==> src/rtl/multiplier_4bit_pkg.sv <==
// Shared constants and types for the 4x4 unsigned array multiplier.
// Defines the operand and product widths, plus the latency constant MULT_LAT.
// MULT_LAT follows the MULTIPLIER_4BIT_PIPE_EN build option: 2 when it is defined, 1 otherwise.
package multiplier_4bit_pkg;

  localparam int OP_W   = 4;
  localparam int PROD_W = 8;

`ifdef MULTIPLIER_4BIT_PIPE_EN
  localparam int MULT_LAT = 2;
`else
  localparam int MULT_LAT = 1;
`endif

  typedef logic [OP_W-1:0]   op_t;
  typedef logic [PROD_W-1:0] prod_t;

endpackage

==> src/rtl/mult4_adder_row.sv <==
// One row of the array multiplier: a 4-bit ripple-carry chain of full adders.
// Ports: x_i/y_i are the addends, cin_i is the carry-in, sum_o is the 4-bit sum,
//        cout_o is the carry out of the top bit.
// The row is purely combinational, so it adds no latency and has no backpressure.
module mult4_adder_row
  import multiplier_4bit_pkg::*;
(
  input  logic [OP_W-1:0] x_i,
  input  logic [OP_W-1:0] y_i,
  input  logic            cin_i,
  output logic [OP_W-1:0] sum_o,
  output logic            cout_o
);

  logic carry;

  always_comb begin
    carry = cin_i;
    sum_o = '0;
    for (int k = 0; k < OP_W; k++) begin
      sum_o[k] = x_i[k] ^ y_i[k] ^ carry;
      carry    = (x_i[k] & y_i[k]) | (carry & (x_i[k] ^ y_i[k]));
    end
    cout_o = carry;
  end

endmodule

==> src/rtl/multiplier_4bit.sv <==
// Unsigned 4x4 -> 8-bit array multiplier with a registered product and a valid flag.
// Ports: clk/rst (async active-high); a, b, in_valid in; p, out_valid out.
// Latency is MULT_LAT cycles: 1 by default, 2 with MULTIPLIER_4BIT_PIPE_EN. Throughput is 1/cycle and there is no backpressure.
// p tracks a*b of the inputs on every cycle; out_valid is the only qualifier.
module multiplier_4bit
  import multiplier_4bit_pkg::*;
(
  input  logic              clk,
  input  logic              rst,
  input  logic [OP_W-1:0]   a,
  input  logic [OP_W-1:0]   b,
  input  logic              in_valid,
  output logic [PROD_W-1:0] p,
  output logic              out_valid
);

  // Partial products: pp[i][j] = a[j] & b[i]
  logic [OP_W-1:0] pp [OP_W];

  always_comb begin
    for (int i = 0; i < OP_W; i++) begin
      pp[i] = a & {OP_W{b[i]}};
    end
  end

  // Row 1 adds pp[1] to the upper bits of pp[0]; its LSB is product bit 1.
  logic [OP_W-1:0] s1, s2, s3;
  logic            c1, c2, c3;
  logic [OP_W-1:0] acc1_d;
  logic [1:0]      plo_d;

  mult4_adder_row u_row1 (
    .x_i    (pp[1]),
    .y_i    ({1'b0, pp[0][OP_W-1:1]}),
    .cin_i  (1'b0),
    .sum_o  (s1),
    .cout_o (c1)
  );

  // Carry out of row 1 becomes the top bit of the running sum for row 2.
  assign acc1_d = {c1, s1[OP_W-1:1]};
  assign plo_d  = {s1[0], pp[0][0]};

  // Operands seen by the final two rows; they come from the stage-1 register when pipelined.
  logic [OP_W-1:0] row2_pp, row3_pp, row2_acc;
  logic [1:0]      plo_s2;
  logic            vld_s2;

`ifdef MULTIPLIER_4BIT_PIPE_EN
  logic [OP_W-1:0] acc1_q, pp2_q, pp3_q;
  logic [1:0]      plo_q;
  logic            vld1_q;

  always_ff @(posedge clk or posedge rst) begin
    if (rst) begin
      acc1_q <= '0;
      pp2_q  <= '0;
      pp3_q  <= '0;
      plo_q  <= '0;
      vld1_q <= 1'b0;
    end else begin
      acc1_q <= acc1_d;
      pp2_q  <= pp[2];
      pp3_q  <= pp[3];
      plo_q  <= plo_d;
      vld1_q <= in_valid;
    end
  end

  assign row2_pp  = pp2_q;
  assign row3_pp  = pp3_q;
  assign row2_acc = acc1_q;
  assign plo_s2   = plo_q;
  assign vld_s2   = vld1_q;
`else
  assign row2_pp  = pp[2];
  assign row3_pp  = pp[3];
  assign row2_acc = acc1_d;
  assign plo_s2   = plo_d;
  assign vld_s2   = in_valid;
`endif

  mult4_adder_row u_row2 (
    .x_i    (row2_pp),
    .y_i    (row2_acc),
    .cin_i  (1'b0),
    .sum_o  (s2),
    .cout_o (c2)
  );

  mult4_adder_row u_row3 (
    .x_i    (row3_pp),
    .y_i    ({c2, s2[OP_W-1:1]}),
    .cin_i  (1'b0),
    .sum_o  (s3),
    .cout_o (c3)
  );

  // Output register
  logic [PROD_W-1:0] p_d, p_q;
  logic              vld_d, vld_q;

  assign p_d   = {c3, s3, s2[0], plo_s2};
  assign vld_d = vld_s2;

  always_ff @(posedge clk or posedge rst) begin
    if (rst) begin
      p_q   <= '0;
      vld_q <= 1'b0;
    end else begin
      p_q   <= p_d;
      vld_q <= vld_d;
    end
  end

  assign p         = p_q;
  assign out_valid = vld_q;

endmodule

==> config.mk <==
export PLATFORM = sky130hd
export DESIGN_NAME = multiplier_4bit
export DESIGN_NICKNAME = d
export VERILOG_FILES = /design/src/rtl/multiplier_4bit_pkg.sv /design/src/rtl/mult4_adder_row.sv /design/src/rtl/multiplier_4bit.sv
export SDC_FILE = /design/constraint.sdc
export NUM_CORES = 1
export LEC_CHECK = 0
export BUFFER_PORTS_ARGS = -buffer_cell sky130_fd_sc_hd__buf_2
export CAP_MARGIN = 20
export CORE_MARGIN = 2
export CORE_UTILIZATION = 42
export CTS_CLUSTER_DIAMETER = 80
export DETAILED_ROUTE_END_ITERATION = 8
export PLACE_DENSITY = 0.72
export SLEW_MARGIN = 20
export SYNTH_ARGS = -nofsm -noshare
export SYNTH_HDL_FRONTEND = slang
export SYNTH_SLANG_ARGS = --single-unit
==> constraint.sdc <==
create_clock -name clk -period 0.8 [get_ports clk]
set_clock_uncertainty 0.1 [all_clocks]
set_input_delay 0.08 -clock clk [delete_from_list [all_inputs] [get_ports clk]]
set_output_delay 0.08 -clock clk [all_outputs]
set_load 0.03 [all_outputs]
==> impl_metrics.toml, run 1 <==
[status]
status = "complete, but fails checks"
violations = "setup timing"

[placement]
place_ws_ns = -2.80
io_buffers = 19
gp_congestion = 0.708
hpwlAfterDp_um = 868

[detailed_routing]
wl_per_cell_um = 12.0
vias = 426
drc_errors = 0
vias_per_cell = 4.39
drt_pre_antenna_iters = 4
initialDrtViolationCount = 3
ant_nets = 0
wirelength_um = 1160

[yosys]
syn_avg_cell_area_um2 = 11.4
yosys-top-cells-area = "dfrtp_1 40%, fa_1 28%, and2_1 11%, ha_1 8.8%, inv_1 8.6%"
synth_flop_cell = "dfrtp_1"
ys_ff_latch = 9
synthCells = 50
syn-num-nets = 73
netlist_top_cells_count = "13 x inv_1, 10 x and2_1, 9 x dfrtp_1"
synth_top_cell_area_share_pct = 39.6
ys_seq_area_share_pct = 39.6
synth_top_cell_by_area = "dfrtp_1"
synth.distinct_cells = 6
yosys_warnings = 0
synth_edf_count = 0
yosysMostFrequentCell = "inv_1"
synthArstFlopShare_pct = 100
mappedNetlistArea_um2 = 569

[sta]
setup_slack_ns = -2.47
slew_viol_final = 0
period_minus_slack_ns = 3.27
slew_headroom_pct = 79.5
finalHoldViolCount = 0
max_freq_mhz = 306
rsz0062_at_grt = "yes"
tightest_slew_ns = 0.307
post-route-period-util_pct = 409
finalSetupViolations = 15

[power_and_ir_drop]
comb_power_share_pct = 44.5
ir_worst_vdd_mv = 0.773
p_sw_mw = 0.553
p_total_mw = 1.63
sw_frac_of_total_pct = 34.0
pwr_density_cell_nw_per_um2 = 1770
clkPwrFrac_pct = 20.0
p_leak_nw = 0.459
intPower_mw = 1.07
p_seq_share_pct = 35.4

[cts]
clk_pin_slew_worst_paths_ns = 0.06
cts_tree = "done"
clock_path_buffers = 2
clock-sinks = 9
cts_buffers = 3
postCtsSetupBuffers = 0
cts_root_buf = "clkbuf_4"
h-tree-depth = 1

[grt]
grt_pass1_wl_um = 1770
grt_usage_pct = 17.9
antenna_found_initial = 0
grt_pass1_vias = 420
grt-ovfl-total = 0
grt_start_max_net_pins = 10

[worst_setup_path]
cp.arrival_ns = 3.29
cp-start-kind = "input pin"
crit_top_cell = "inv_2"
cp-end-kind = "register"
critical_path.slowest_cell = "fa_1"
path_max_fanout = 2
critPathKind = "in2reg"
path_cells = "buf_6, and2_4, ha_4, inv_2, fa_2, fa_1, inv_2, fa_2, inv_2, fa_2, inv_2, fa_1, inv_2, fa_2, inv_2, fa_2"
required_ns = 0.82
max_stage_delay_ns = 0.50

[floorplan]
die-height_um = 40.8
die_w_um = 40.8
num_io_pins = 20
initial_utilization_pct = 44.3
dieArea_um2 = 1670
num_rows = 13
core_um2 = 1280

[cells_and_area]
fin_nets = 106
layout-drive-gt1-share_pct = 61.0
num_antenna_cells = 0
synthToLayoutAreaGrowth_pct = 61.8

[hold_path]
min_path_type = "in2reg"

[run]
maxCapViolCount = 0
placed cells by master, fill, tap and decap left out, drive strengths merged:
cell type,Yosys,layout
inv,13,13
fa,8,8
and2,10,10
ha,4,4
dlygate4sd3,0,2
dfrtp,9,9
buf,0,26
nand2,6,6
clkbuf,0,4
power by group through the flow:
stage / clock, mW / combinational (mW) / sequential [mW]
floorplan: 0 / 0.175 / 0.741
global placement: 0 / 0.525 / 0.558
detailed placement: 0 / 0.547 / 0.565
CTS: 0.344 / 0.702 / 0.578
global route: 0.353 / 0.788 / 0.584
finish: 0.326 / 0.725 / 0.577
path summary, 6_finish.rpt:
path,startpoint,end,slack [ns],depth (start not counted)
worst max-delay path,b[0],p[6],-2.47,16
worst min-delay path,a[0],p[0],0.04,3
max in group asynchronous,rst,p[3],0.15,3
min in group asynchronous,rst,p[2],0.22,3
registers in the layout, summed over array words and instances, names as in the netlist:
| register | flops |
|---|---|
| out_valid | 1 |
| p | 8 |
what timing repair did:
item                                   CTS  global route
pin swaps                                8             1
resized for setup                       29             2
setup endpoints to repair               15            15
endpoints found under the hold margin   10             0
hold buffers                             2             0
cell type report:
class | count | area [um^2]
Tap cell | 15 | 18.8
Sequential cell | 9 | 225
Fill cell | 95 | 364
Clock buffer | 4 | 26.3
Multi-Input combinational cell | 28 | 353
Timing Repair Buffer | 28 | 249
Inverter | 13 | 48.8
critical path: cells and delay by family:
family | cells | cell delay, ns
simple gates | 1 | 0.14
buf+inv | 7 | 0.34
fa+ha+maj | 8 | 2.72
layer usage:
metal	GRT usage, %	part of all wire [%]
met1	17.0	36
met2	33.2	56
met3	1.63	4.8
met4	15.8	3.1
met5	0	0
logic make-up (layout without fill, tap and decap cells):
| family | Yosys count | after routing | synth area share (%) |
|---|---|---|---|
| buffers and inverters | 13 | 45 | 8.57 |
| and+or+nand+nor | 16 | 16 | 14.9 |
| DFF | 9 | 9 | 39.6 |
| adders and majority gates | 12 | 12 | 36.9 |
through the flow:
step | setup TNS, ns | util (%) | cell area (um^2) | hold slack [ns] | cells
after floorplan | -11.31 | - | 597 | -0.192 | 50
after global placement | -12.21 | 59.4 | 763 | -0.0658 | 91
after detailed placement | -12.49 | 59.4 | 763 | -0.0586 | 91
after CTS | -11.55 | 71.7 | 921 | 0.0260 | 97
after global routing | -12.08 | 71.7 | 921 | 0.0438 | 97
final | -11.53 | 71.7 | 921 | 0.0365 | 97
Power figures use the tool's default switching activity.
==> run 2: changes to the inputs <==
Settings changed: CELL_PAD_IN_SITES_DETAIL_PLACEMENT set to 1, CELL_PAD_IN_SITES_GLOBAL_PLACEMENT set to 1, CORE_UTILIZATION 42 to 32, PLACE_DENSITY 0.72 to unset, PLACE_DENSITY_LB_ADDON set to 0.1.
==> impl_metrics.toml, run 2 (same netlist as run 1, synthesis figures left out) <==
[status]
status = "complete, but fails checks"
violations = "setup timing"

[cts]
h-tree-depth = 1
cts_buffers = 3
clock-sinks = 9
cts_root_buf = "clkbuf_4"
clock_path_buffers = 2
cts_tree = "done"
clk_pin_slew_worst_paths_ns = 0.06

[sta]
post-route-period-util_pct = 401
max_freq_mhz = 311
tightest_slew_ns = 0.320
slew_headroom_pct = 78.7
rsz0062_at_grt = "yes"
period_minus_slack_ns = 3.21
tns_ns = -11.35
slew_viol_final = 0
setup_slack_ns = -2.41
finalHoldViolCount = 0
finalSetupViolations = 15
fin_hold_ws_ns = 0.0362

[floorplan]
num_rows = 15
initial_utilization_pct = 33.3
dieArea_um2 = 2130
die-height_um = 46.2
num_io_pins = 20
die_w_um = 46.2
core_um2 = 1710

[cells_and_area]
layout-drive-gt1-share_pct = 56.8
final_common_cell = "buf_6"
largest_reg_flops = 8
layout_common_cells = "13 x buf_6, 9 x dfrtp_1, 8 x inv_2, 8 x and2_1"
final_util_pct = 53.5
design_area_um2 = 913
num_antenna_cells = 0
synthToLayoutAreaGrowth_pct = 60.4
fin_nets = 105

[grt]
grt_pass1_vias = 492
grt_start_max_net_pins = 10
antenna_found_initial = 0
grt-ovfl-total = 0
grt_usage_pct = 12.7
grt_pass1_wl_um = 1890

[detailed_routing]
vias_per_cell = 3.97
drc_errors = 0
ant_nets = 0
drt_pre_antenna_iters = 4
vias = 421
wl_per_cell_um = 10.1
initialDrtViolationCount = 2
wirelength_um = 1070

[worst_setup_path]
cp-start-kind = "input pin"
critPathTopFamily = "adder cells"
critPathKind = "in2reg"
max_stage_delay_ns = 0.48
cp.arrival_ns = 3.24
required_ns = 0.83
cp-end-kind = "register"
path_cells = "buf_6, and2_4, ha_4, inv_2, fa_2, fa_1, inv_1, fa_2, inv_2, fa_2, inv_2, fa_1, inv_2, fa_2, inv_2, fa_2"
path_buf_inv = 7
critical_path.slowest_cell = "fa_1"
path_max_fanout = 2

[hold_path]
worst_hold_path.endpoint = "p[0]"
hp-start = "a[0]"
min_path_type = "in2reg"
whs_path_depth = 3

[placement]
io_buffers = 19
gp_congestion = 0.651
dpl_cell_area_um2 = 768
hpwlAfterDp_um = 950

[power_and_ir_drop]
p_sw_mw = 0.538
comb_power_share_pct = 43.0
intPower_mw = 1.05
ir_worst_vdd_mv = 0.594
clkPwrFrac_pct = 20.8
pwr_density_cell_nw_per_um2 = 1740
p_seq_share_pct = 36.1
p_leak_nw = 0.458
sw_frac_of_total_pct = 33.8

[run]
maxCapViolCount = 0
## run 2: cell count changes in the layout (fill, tap and decap cells not counted), sizes merged
cell,delta
buf,-1
## run 2: metrics by stage
step	setup slack, ns	total power [mW]	std cells
after floorplan	-2.58	0.917	50
after global placement	-2.74	1.09	100
after detailed placement	-2.77	1.10	100
after CTS	-2.45	1.61	106
after global routing	-2.51	1.71	106
final	-2.41	1.59	106
## run 2: power groups by stage
| stage | Clock [mW] | Sequential (mW) | Combinational (mW) |
|---|---|---|---|
| detailed placement | 0 | 0.561 | 0.544 |
| global placement | 0 | 0.559 | 0.531 |
| CTS | 0.342 | 0.575 | 0.691 |
| finish | 0.332 | 0.575 | 0.685 |
| global route | 0.375 | 0.583 | 0.755 |
| floorplan | 0 | 0.741 | 0.175 |
## run 2: worst max path at each step
stage / cells after the start / slack, ns / to / startpoint
floorplan: 15 / -2.58 / p[6] / b[0]
global placement: 16 / -2.74 / p[6] / b[0]
detailed placement: 16 / -2.77 / p[6] / a[1]
CTS: 16 / -2.45 / p[6] / b[0]
global route: 16 / -2.51 / p[6] / b[0]
finish: 16 / -2.41 / p[6] / b[0]
## run 2: layout make-up
cell class                      count  area [um^2]
Sequential cell                     9          225
Fill cell                         192          795
Timing Repair Buffer               27          241
Tap cell                           25         31.3
Multi-Input combinational cell     28          340
Inverter                           13         48.8
Clock buffer                        4         26.3
## run 2: worst min-delay path: stages
cell and delay [ns]:
buf_6 0.07, buf_4 0.09, and2_1 0.11
## run 2: layer usage
| metal | vias to the layer above | GRT usage (%) | wire length (um) |
|---|---|---|---|
| met5 | - | 0 | 0 |
| met4 | 0 | 5.14 | 8 |
| met3 | 2 | 3.53 | 66 |
| met2 | 17 | 23.9 | 579 |
| met1 | 197 | 12.9 | 413 |
| li1 | 205 | - | - |
## run 2: repair_timing
item	4_1_cts	5_1_grt
hold buffers	2	0
pin swaps	5	1
setup buffers	0	0
endpoints found under the hold margin	10	0
resized for setup	27	1
setup endpoints to repair	15	15
